### config.mk
export PLATFORM = sky130hd
export DESIGN_NAME = men_wb_flat
export DESIGN_NICKNAME = d
export VERILOG_FILES = /design/src/rtl/suu_pkg.sv /design/src/rtl/men_wb_if.sv /design/src/rtl/men_wb_slot.sv /design/src/rtl/men_wb.sv /design/src/flat_wrapper.sv
export SDC_FILE = /design/constraint.sdc
export NUM_CORES = 1
export LEC_CHECK = 0
export BUFFER_PORTS_ARGS = -buffer_cell sky130_fd_sc_hd__buf_2
export CAP_MARGIN = 40
export CORE_MARGIN = 2
export CORE_UTILIZATION = 58
export CTS_CLUSTER_SIZE = 20
export DETAILED_ROUTE_END_ITERATION = 8
export PLACE_DENSITY = 0.85
export SYNTH_ARGS = -nofsm -noshare
export SYNTH_HDL_FRONTEND = slang
export SYNTH_HIERARCHICAL = 1
export SYNTH_SLANG_ARGS = --single-unit
### constraint.sdc
create_clock -name clk -period 5.1 [get_ports clk]
set_input_delay 0.255 -clock clk [delete_from_list [all_inputs] [get_ports clk]]
set_output_delay 0.255 -clock clk [all_outputs]
set_load 0.01 [all_outputs]
### src/rtl/suu_pkg.sv
// Shared types for the MEM/WB pipeline register: width defaults, state encoding, entry bundle.
package suu_pkg;

   localparam int unsigned DATA_W = 32;
   localparam int unsigned ADDR_W = 5;

   typedef enum logic [1:0] {
      MW_EMPTY = 2'd0,
      MW_ONE   = 2'd1,
      MW_FULL  = 2'd2
   } mw_state_e;

   typedef struct packed {
      logic [DATA_W-1:0] data;
      logic [ADDR_W-1:0] addr;
      logic              wd;
   } mw_entry_t;

endpackage

### src/rtl/men_wb_if.sv
// MEM/WB handshake bundle: upstream result triple with valid/ready, downstream head with valid/ready.
interface men_wb_if #(
   parameter int unsigned DATA_W = suu_pkg::DATA_W,
   parameter int unsigned ADDR_W = suu_pkg::ADDR_W
) ();

   logic [DATA_W-1:0] i_w_reg_data;
   logic [ADDR_W-1:0] i_w_reg_addr;
   logic              i_wd;
   logic              i_valid;
   logic              o_ready;
   logic              wb_ready;
   logic              wb_valid;
   logic [DATA_W-1:0] wb_w_reg_data;
   logic [ADDR_W-1:0] wb_w_reg_addr;
   logic              wb_wd;

   modport master (
      output i_w_reg_data, i_w_reg_addr, i_wd, i_valid, wb_ready,
      input  o_ready, wb_valid, wb_w_reg_data, wb_w_reg_addr, wb_wd
   );

   modport slave (
      input  i_w_reg_data, i_w_reg_addr, i_wd, i_valid, wb_ready,
      output o_ready, wb_valid, wb_w_reg_data, wb_w_reg_addr, wb_wd
   );

endinterface

### src/rtl/men_wb_slot.sv
// One MEM/WB entry register: async active-low clear, load enable, r0 write-enable masking on load.
module men_wb_slot #(
   parameter int unsigned DATA_W = 32,
   parameter int unsigned ADDR_W = 5
) (
   input  logic              clk,
   input  logic              rst,
   input  logic              load,
   input  logic [DATA_W-1:0] d_data,
   input  logic [ADDR_W-1:0] d_addr,
   input  logic              d_wd,
   output logic [DATA_W-1:0] q_data,
   output logic [ADDR_W-1:0] q_addr,
   output logic              q_wd
);

   logic [DATA_W-1:0] data_q;
   logic [ADDR_W-1:0] addr_q;
   logic              wd_q;

   always_ff @(posedge clk or negedge rst) begin
      if (!rst) begin
         data_q <= '0;
         addr_q <= '0;
         wd_q   <= 1'b0;
      end else if (load) begin
         data_q <= d_data;
         addr_q <= d_addr;
         // r0 is hardwired to zero, so never carry a write to it
         wd_q   <= d_wd & (d_addr != '0);
      end
   end

   assign q_data = data_q;
   assign q_addr = addr_q;
   assign q_wd   = wd_q;

endmodule

### src/rtl/men_wb.sv
// MEM/WB elastic register with a 2-entry skid buffer, synchronous flush and retire counter.
// Optional MEN_WB_FWD_EN adds a combinational forward of the youngest held entry.
module men_wb #(
   parameter int unsigned DATA_W = suu_pkg::DATA_W,
   parameter int unsigned ADDR_W = suu_pkg::ADDR_W
) (
   input  logic              clk,
   input  logic              rst,
   input  logic              flush,
   men_wb_if.slave           bus,
   output logic [31:0]       retire_cnt
`ifdef MEN_WB_FWD_EN
   ,
   output logic              fwd_wd,
   output logic [ADDR_W-1:0] fwd_addr,
   output logic [DATA_W-1:0] fwd_data
`endif
);

   import suu_pkg::*;

   mw_state_e state_q, state_d;

   logic              in_fire, out_fire;
   logic              main_load, main_from_skid, skid_load;
   logic [DATA_W-1:0] main_d_data, main_data, skid_data;
   logic [ADDR_W-1:0] main_d_addr, main_addr, skid_addr;
   logic              main_d_wd, main_wd, skid_wd;
   logic [31:0]       cnt_q;

   // Ready depends on state only, so wb_ready never reaches o_ready combinationally
   assign bus.o_ready  = (state_q != MW_FULL);
   assign bus.wb_valid = (state_q != MW_EMPTY);
   assign in_fire      = bus.i_valid & bus.o_ready;
   assign out_fire     = bus.wb_valid & bus.wb_ready;

   always_comb begin
      state_d        = state_q;
      main_load      = 1'b0;
      main_from_skid = 1'b0;
      skid_load      = 1'b0;
      if (flush) begin
         // Incoming entry dropped; a concurrent retire still completes via out_fire
         state_d = MW_EMPTY;
      end else begin
         case (state_q)
            MW_EMPTY: begin
               if (in_fire) begin
                  state_d   = MW_ONE;
                  main_load = 1'b1;
               end
            end
            MW_ONE: begin
               if (in_fire && out_fire) begin
                  main_load = 1'b1;
               end else if (in_fire) begin
                  state_d   = MW_FULL;
                  skid_load = 1'b1;
               end else if (out_fire) begin
                  state_d = MW_EMPTY;
               end
            end
            MW_FULL: begin
               if (out_fire) begin
                  state_d        = MW_ONE;
                  main_load      = 1'b1;
                  main_from_skid = 1'b1;
               end
            end
            default: state_d = MW_EMPTY;
         endcase
      end
   end

   always_ff @(posedge clk or negedge rst) begin
      if (!rst) begin
         state_q <= MW_EMPTY;
      end else begin
         state_q <= state_d;
      end
   end

   always_comb begin
      main_d_data = bus.i_w_reg_data;
      main_d_addr = bus.i_w_reg_addr;
      main_d_wd   = bus.i_wd;
      if (main_from_skid) begin
         main_d_data = skid_data;
         main_d_addr = skid_addr;
         main_d_wd   = skid_wd;
      end
   end

   men_wb_slot #(
      .DATA_W (DATA_W),
      .ADDR_W (ADDR_W)
   ) u_main (
      .clk    (clk),
      .rst    (rst),
      .load   (main_load),
      .d_data (main_d_data),
      .d_addr (main_d_addr),
      .d_wd   (main_d_wd),
      .q_data (main_data),
      .q_addr (main_addr),
      .q_wd   (main_wd)
   );

   men_wb_slot #(
      .DATA_W (DATA_W),
      .ADDR_W (ADDR_W)
   ) u_skid (
      .clk    (clk),
      .rst    (rst),
      .load   (skid_load),
      .d_data (bus.i_w_reg_data),
      .d_addr (bus.i_w_reg_addr),
      .d_wd   (bus.i_wd),
      .q_data (skid_data),
      .q_addr (skid_addr),
      .q_wd   (skid_wd)
   );

   assign bus.wb_w_reg_data = main_data;
   assign bus.wb_w_reg_addr = main_addr;
   assign bus.wb_wd         = main_wd & bus.wb_valid;

   always_ff @(posedge clk or negedge rst) begin
      if (!rst) begin
         cnt_q <= '0;
      end else if (out_fire) begin
         cnt_q <= cnt_q + 32'd1;
      end
   end

   assign retire_cnt = cnt_q;

`ifdef MEN_WB_FWD_EN
   always_comb begin
      fwd_data = main_data;
      fwd_addr = main_addr;
      fwd_wd   = main_wd & bus.wb_valid & ~flush;
      if (state_q == MW_FULL) begin
         fwd_data = skid_data;
         fwd_addr = skid_addr;
         fwd_wd   = skid_wd & ~flush;
      end
   end
`endif

endmodule

### src/flat_wrapper.sv
// flat-port wrapper written by rule: the top's interface ports become plain ports
module men_wb_flat import suu_pkg::*;
#(
   parameter int unsigned DATA_W = suu_pkg::DATA_W,
   parameter int unsigned ADDR_W = suu_pkg::ADDR_W
)
  (clk, rst, flush, retire_cnt, bus_i_w_reg_data, bus_i_w_reg_addr, bus_i_wd, bus_i_valid, bus_wb_ready, bus_o_ready, bus_wb_valid, bus_wb_w_reg_data, bus_wb_w_reg_addr, bus_wb_wd);
  men_wb_if #(.DATA_W(DATA_W), .ADDR_W(ADDR_W)) bus_i ();
  input  logic clk;
  input  logic rst;
  input  logic flush;
  output logic [31:0] retire_cnt;
  input wire logic [$bits(bus_i.i_w_reg_data)-1:0] bus_i_w_reg_data;
  input wire logic [$bits(bus_i.i_w_reg_addr)-1:0] bus_i_w_reg_addr;
  input wire logic [$bits(bus_i.i_wd)-1:0] bus_i_wd;
  input wire logic [$bits(bus_i.i_valid)-1:0] bus_i_valid;
  input wire logic [$bits(bus_i.wb_ready)-1:0] bus_wb_ready;
  output wire logic [$bits(bus_i.o_ready)-1:0] bus_o_ready;
  output wire logic [$bits(bus_i.wb_valid)-1:0] bus_wb_valid;
  output wire logic [$bits(bus_i.wb_w_reg_data)-1:0] bus_wb_w_reg_data;
  output wire logic [$bits(bus_i.wb_w_reg_addr)-1:0] bus_wb_w_reg_addr;
  output wire logic [$bits(bus_i.wb_wd)-1:0] bus_wb_wd;
  assign bus_i.i_w_reg_data = bus_i_w_reg_data;
  assign bus_i.i_w_reg_addr = bus_i_w_reg_addr;
  assign bus_i.i_wd = bus_i_wd;
  assign bus_i.i_valid = bus_i_valid;
  assign bus_i.wb_ready = bus_wb_ready;
  assign bus_o_ready = bus_i.o_ready;
  assign bus_wb_valid = bus_i.wb_valid;
  assign bus_wb_w_reg_data = bus_i.wb_w_reg_data;
  assign bus_wb_w_reg_addr = bus_i.wb_w_reg_addr;
  assign bus_wb_wd = bus_i.wb_wd;
  men_wb #(.DATA_W(DATA_W), .ADDR_W(ADDR_W)) u_core (.clk(clk), .rst(rst), .flush(flush), .bus(bus_i), .retire_cnt(retire_cnt));
endmodule
==> impl.org <==
** Status
- The run finished with clean final reports.

** Clocking
- Clk pin slew, worst setup/hold paths :: about 100 ps
- Number of buffers created by CTS :: 9
- Sink Count :: 110
- Clock latency on the worst-skew pair, taken at its later pin, is 350 ps.
- Max clock buf depth :: 2
- Number of cells upsized or downsized after cts :: 0
- CTS tree :: built
- The tree is rooted in a sky130_fd_sc_hd__clkbuf_8.
- Number of levels in the clock H-tree :: 3

** Worst hold path
- The min-delay analysis places its worst path in the category input port to register.
- Hold Path Depth :: 2

** Global routing
- The via count of the first global-routing pass is approximately 3300.
- Entering global routing, the biggest net connects 62 pins.
- First-pass GRT wire length :: 16.4 mm
- For this run the aggregate overflow at the end of global routing stands at 0.
- The initial antenna violation count is 0.
- Global routing usage summed across all routing layers :: 0.213

** Route
- WL met3 :: about 430 um
- After detailed routing, the wire length on met1 is approximately 4.3 mm.
- Total wire length after detailed routing :: approximately 9.5 mm
- In the detailed route, the total length drawn on met2 is between 4 and 5 mm.
- WL per Instance :: around 16 um
- The highest metal layer carrying signal wires in the routed design is met4.
- In this run the remaining antenna-violating nets after routing total 0.
- In the routed layout, each cell is associated on average with a via count of 5.45.
- For this run, design rule violations remaining after detail routing come to 0.
- Routed via count :: about 3100
- Number of iterations in the first detailed-routing pass :: 4
- The detailed router finished its first iteration with 109 violations.

** Synthesis
- Post-synthesis cell type count :: 38
- Of the total synthesized cell area, the portion taken by full adders, half adders and majority gates is 0.00250.
- Counting every instance in the synthesized netlist gives around 350.
- Async set-reset flop share out of synthesis :: 1.00
- Post-synthesis register bit count :: 110
- Summing every instance area after synthesis gives ~5000 sq um.
- Number of synthesized flops with an enable pin :: 0
- Top flip-flop cell by instance count after synthesis :: sky130_fd_sc_hd__dfrtp_1
- Yosys Warn Count :: 6
- Of the total synthesized cell area, the portion taken by AND, OR, NAND and NOR gates is 0.0896.
- The complex-gate fraction of the synthesized area came to 0.0112.
- For this run, the register share of the synthesized area comes to 0.549.
- Average footprint of a synthesized cell :: approximately 14 sq um
- Post-synthesis net count :: 393
- Share of synthesized area spent on multiplexers :: 0.273
- Of the total synthesized cell area, the portion taken by XOR and XNOR cells is 0.0542.
- By area, the combinational part of the netlist is dominated by multiplexers.

** Placed design
- Instance count after placement with tap cells included :: between 500 and 600
- Input and output buffers added on the ports amount to approximately 110.
- The congestion estimate from routability-driven global placement came to ~0.81.
- Detailed placement ended at an HPWL of between 6 and 7 mm.
- Post-placement cell area :: ~5700 sq um

** Critical path
- Counting buffers and inverters, the worst setup path is 5 cells deep.
- Element type at the critical path start :: register
- Highest-delay cell along the critical path :: sky130_fd_sc_hd__nor3b_4
- In this design, the stage delay of the slowest critical-path cell is around 700 ps.
- The critical path is of the register to register type.
- Critical path endpoint category :: register
- The kind of cell with the highest combined delay along the critical path is simple AND/OR/NAND/NOR gates.
- For flop-to-flop paths, the worst setup slack is about 2500 ps.
- Biggest fanout along the worst timing path :: 23
- The critical path goes through nand2b_1 -> nor3b_4 -> buf_4 -> mux2_2 -> mux2_4.
- For the worst setup path, the data required time is between 5000 and 6000 ps.
- Arrival time of data at the critical path endpoint :: about 2800 ps
- Counting cells, the worst reg-to-reg path comes to 5.
- Counting both buffers and inverters, the worst setup path holds a total of 1.

** Flow run
- The tool flagged a number of max-cap violations equal to 0.

** Cells and area
- Post-layout instance area :: about 6000 sq um
- Number of inserted filler cells in the final layout :: between 500 and 600
- Of the cells placed in the final design, the portion with a size suffix greater than 1 is 0.556.
- For this run, the share of the core covered by cells in the final layout is 0.709.
- Relative to the synthesized area, the layout overhead comes to 17.3%.
- After the last flow step, the layout net total stands at approximately 500.
- The number of antenna diodes in the final layout is 0.
- Excluding fillers, the count of instances in the completed layout stands at approximately 580.

** Floorplan
- Die Outline Area :: between 9000 and 10000 sq um
- Core area :: just over 8000 sq um
- The die is slightly below 100 um tall.
- The initial utilization of the core area, before any placement, comes to 0.604.
- Width of the die :: 97.0 um
- I/O pins :: 115
- Row count :: 33

** Pwr
- Switching component of the power :: about 0.55 mW
- Peak ir drop on the vdd network :: approximately 230 uV
- Internal power :: between 1.5 and 2 mW
- Of the total power, the share spent switching nets is 0.266.
- Relative contribution of sequential cells to total power :: 0.552
- The share of total power dissipated in the clock network is 0.250.
- In this run the static leakage power is approximately 2.8 nW.
- The share of total power dissipated in combinational logic is 0.199.
- Power density relative to cell area :: 354 nW/um^2

** Timing
- Setup-violating endpoint count in the final report :: 0
- Final max-slew violation count :: 0
- Clock period minus final worst setup slack :: ~2600 ps
- At the pin with the least slew margin, the transition time is 802 ps.
- Adding up every negative setup slack in the final design gives 0 ps.
- In the finished design, the share of the clock period the worst path needs comes to 0.509.
- RSZ-0062 raised after global routing :: false
- Based on the critical path, the design can be clocked at up to a little under 0.4 GHz.
- Max_slew headroom :: 0.465
- Worst clock skew on the final layout :: 11.5 ps
- Hold Vio Cnt, Final :: 0
-- path summary, 6_finish.rpt --
path | startpoint | end
min in group asynchronous | rst | u_core/u_main/q_data[26]$_DFFE_PN0P_
worst min register to register | u_core/retire_cnt[25]$_DFFE_PN0N_ | u_core/retire_cnt[25]$_DFFE_PN0N_
max in group asynchronous | rst | u_core/retire_cnt[14]$_DFFE_PN0N_
worst max-delay path | u_core/state_q[0]$_DFFE_PN0P_ | u_core/u_main/q_data[18]$_DFFE_PN0P_
worst min-delay path | bus_i_w_reg_data[12] | u_core/u_skid/q_data[12]$_DFFE_PN0P_
worst max register to register | u_core/state_q[0]$_DFFE_PN0P_ | u_core/u_main/q_data[18]$_DFFE_PN0P_
-- synthesized netlist by cell type (2+ instances only) --
| library cell | n | area share |
|---|---|---|
| sky130_fd_sc_hd__and2_1 | 2 | 0.0025 |
| sky130_fd_sc_hd__and3_1 | 2 | 0.0025 |
| sky130_fd_sc_hd__nand2_1 | 16 | 0.012 |
| sky130_fd_sc_hd__nor2_2 | 2 | 0.0025 |
| sky130_fd_sc_hd__nor2_1 | 13 | 0.0097 |
| sky130_fd_sc_hd__dfrtp_1 | 110 | 0.55 |
| sky130_fd_sc_hd__nand4_1 | 8 | 0.010 |
| sky130_fd_sc_hd__nand3_1 | 9 | 0.0090 |
| sky130_fd_sc_hd__nor4b_1 | 2 | 0.0035 |
| sky130_fd_sc_hd__buf_4 | 7 | 0.010 |
| sky130_fd_sc_hd__xnor2_1 | 22 | 0.038 |
| sky130_fd_sc_hd__buf_6 | 4 | 0.0090 |
| sky130_fd_sc_hd__mux2_2 | 93 | 0.21 |
| sky130_fd_sc_hd__mux2_4 | 20 | 0.060 |
| sky130_fd_sc_hd__mux2i_1 | 2 | 0.0040 |
| sky130_fd_sc_hd__nand3_4 | 2 | 0.0070 |
| sky130_fd_sc_hd__a21oi_1 | 5 | 0.0050 |
| sky130_fd_sc_hd__xor2_1 | 9 | 0.016 |
| sky130_fd_sc_hd__nand2b_1 | 2 | 0.0025 |
-- kinds of logic (layout without fill, tap and decap cells) --
group | after synthesis | after routing
muxes | 115 | 115
DFF | 110 | 110
and+or+nand+nor | 72 | 72
xor gates and xnor gates | 31 | 31
buffers and inverters | 12 | 134
AOI/OAI and AO/OA | 8 | 8
adders and majority gates | 1 | 1
-- flip-flops by register name, indices dropped and copies added, names as in the netlist --
register	count
u_core/retire_cnt	32
u_core/u_main/q_addr	5
u_core/u_skid/q_addr	5
u_core/u_main/q_wd	1
u_core/state_q	2
u_core/u_skid/q_wd	1
u_core/u_skid/q_data	32
u_core/u_main/q_data	32
-- cell type report --
cell class	count	area [sq um]	area share
Clock buffer	11	151	0.0257
Clock inverter	3	45.0	0.00766
Multi-Input combinational cell	227	2180	0.371
Sequential cell	110	2750	0.468
Tap cell	105	131	0.0223
Timing Repair Buffer	120	621	0.106
-- cells in the final DEF (no fill, tap or decap), types with 4 or more instances in the layout --
master                     count
sky130_fd_sc_hd__xnor2_1      22
sky130_fd_sc_hd__mux2_4       20
sky130_fd_sc_hd__buf_2       113
sky130_fd_sc_hd__buf_4         6
sky130_fd_sc_hd__dfrtp_1     110
sky130_fd_sc_hd__a21oi_1       4
sky130_fd_sc_hd__nand3_1       9
sky130_fd_sc_hd__nor2_1       13
sky130_fd_sc_hd__mux2_2       93
sky130_fd_sc_hd__clkbuf_8     11
sky130_fd_sc_hd__xor2_1        9
sky130_fd_sc_hd__nand4_1       8
sky130_fd_sc_hd__nand2_1      16
-- worst register-to-register path: stages (launching register included) --
cell and delay [ps]:
sky130_fd_sc_hd__dfrtp_1 450, sky130_fd_sc_hd__nand2b_1 240, sky130_fd_sc_hd__nor3b_4 700, sky130_fd_sc_hd__buf_4 450, sky130_fd_sc_hd__mux2_2 390, sky130_fd_sc_hd__mux2_4 260
-- stage by stage --
step / hold slack, ps / setup slack (ps) / power (mW)
global route: 119 / 2360 / 2.20
CTS: 121 / 2480 / 2.11
global placement: 368 / 2550 / 1.56
finish: 140 / 2500 / 2.08
floorplan: -40.6 / 3210 / 1.40
detailed placement: 377 / 2530 / 1.58
-- per-layer routing --
layer,GRT usage,vias to the layer above
met5,0,-
met4,0.0748,0
met3,0.0397,13
met2,0.348,88
met1,0.289,1576
li1,-,1465
-- timing repair --
| item | in CTS | in global routing |
|---|---|---|
| buffers inserted | 0 | 0 |
| hold endpoints to repair | 58 | 0 |
| hold buffers | 1 | 0 |
| setup endpoints to repair | 0 | 0 |
-- power groups by stage --
stage | registers [mW] | clock network (mW) | logic (mW)
floorplan | 1.18 | 0 | 0.228
global placement | 1.15 | 0 | 0.403
detailed placement | 1.17 | 0 | 0.417
CTS | 1.15 | 0.539 | 0.418
global route | 1.17 | 0.578 | 0.451
finish | 1.15 | 0.521 | 0.414
Note: power is estimated with default switching activity, not from simulation.
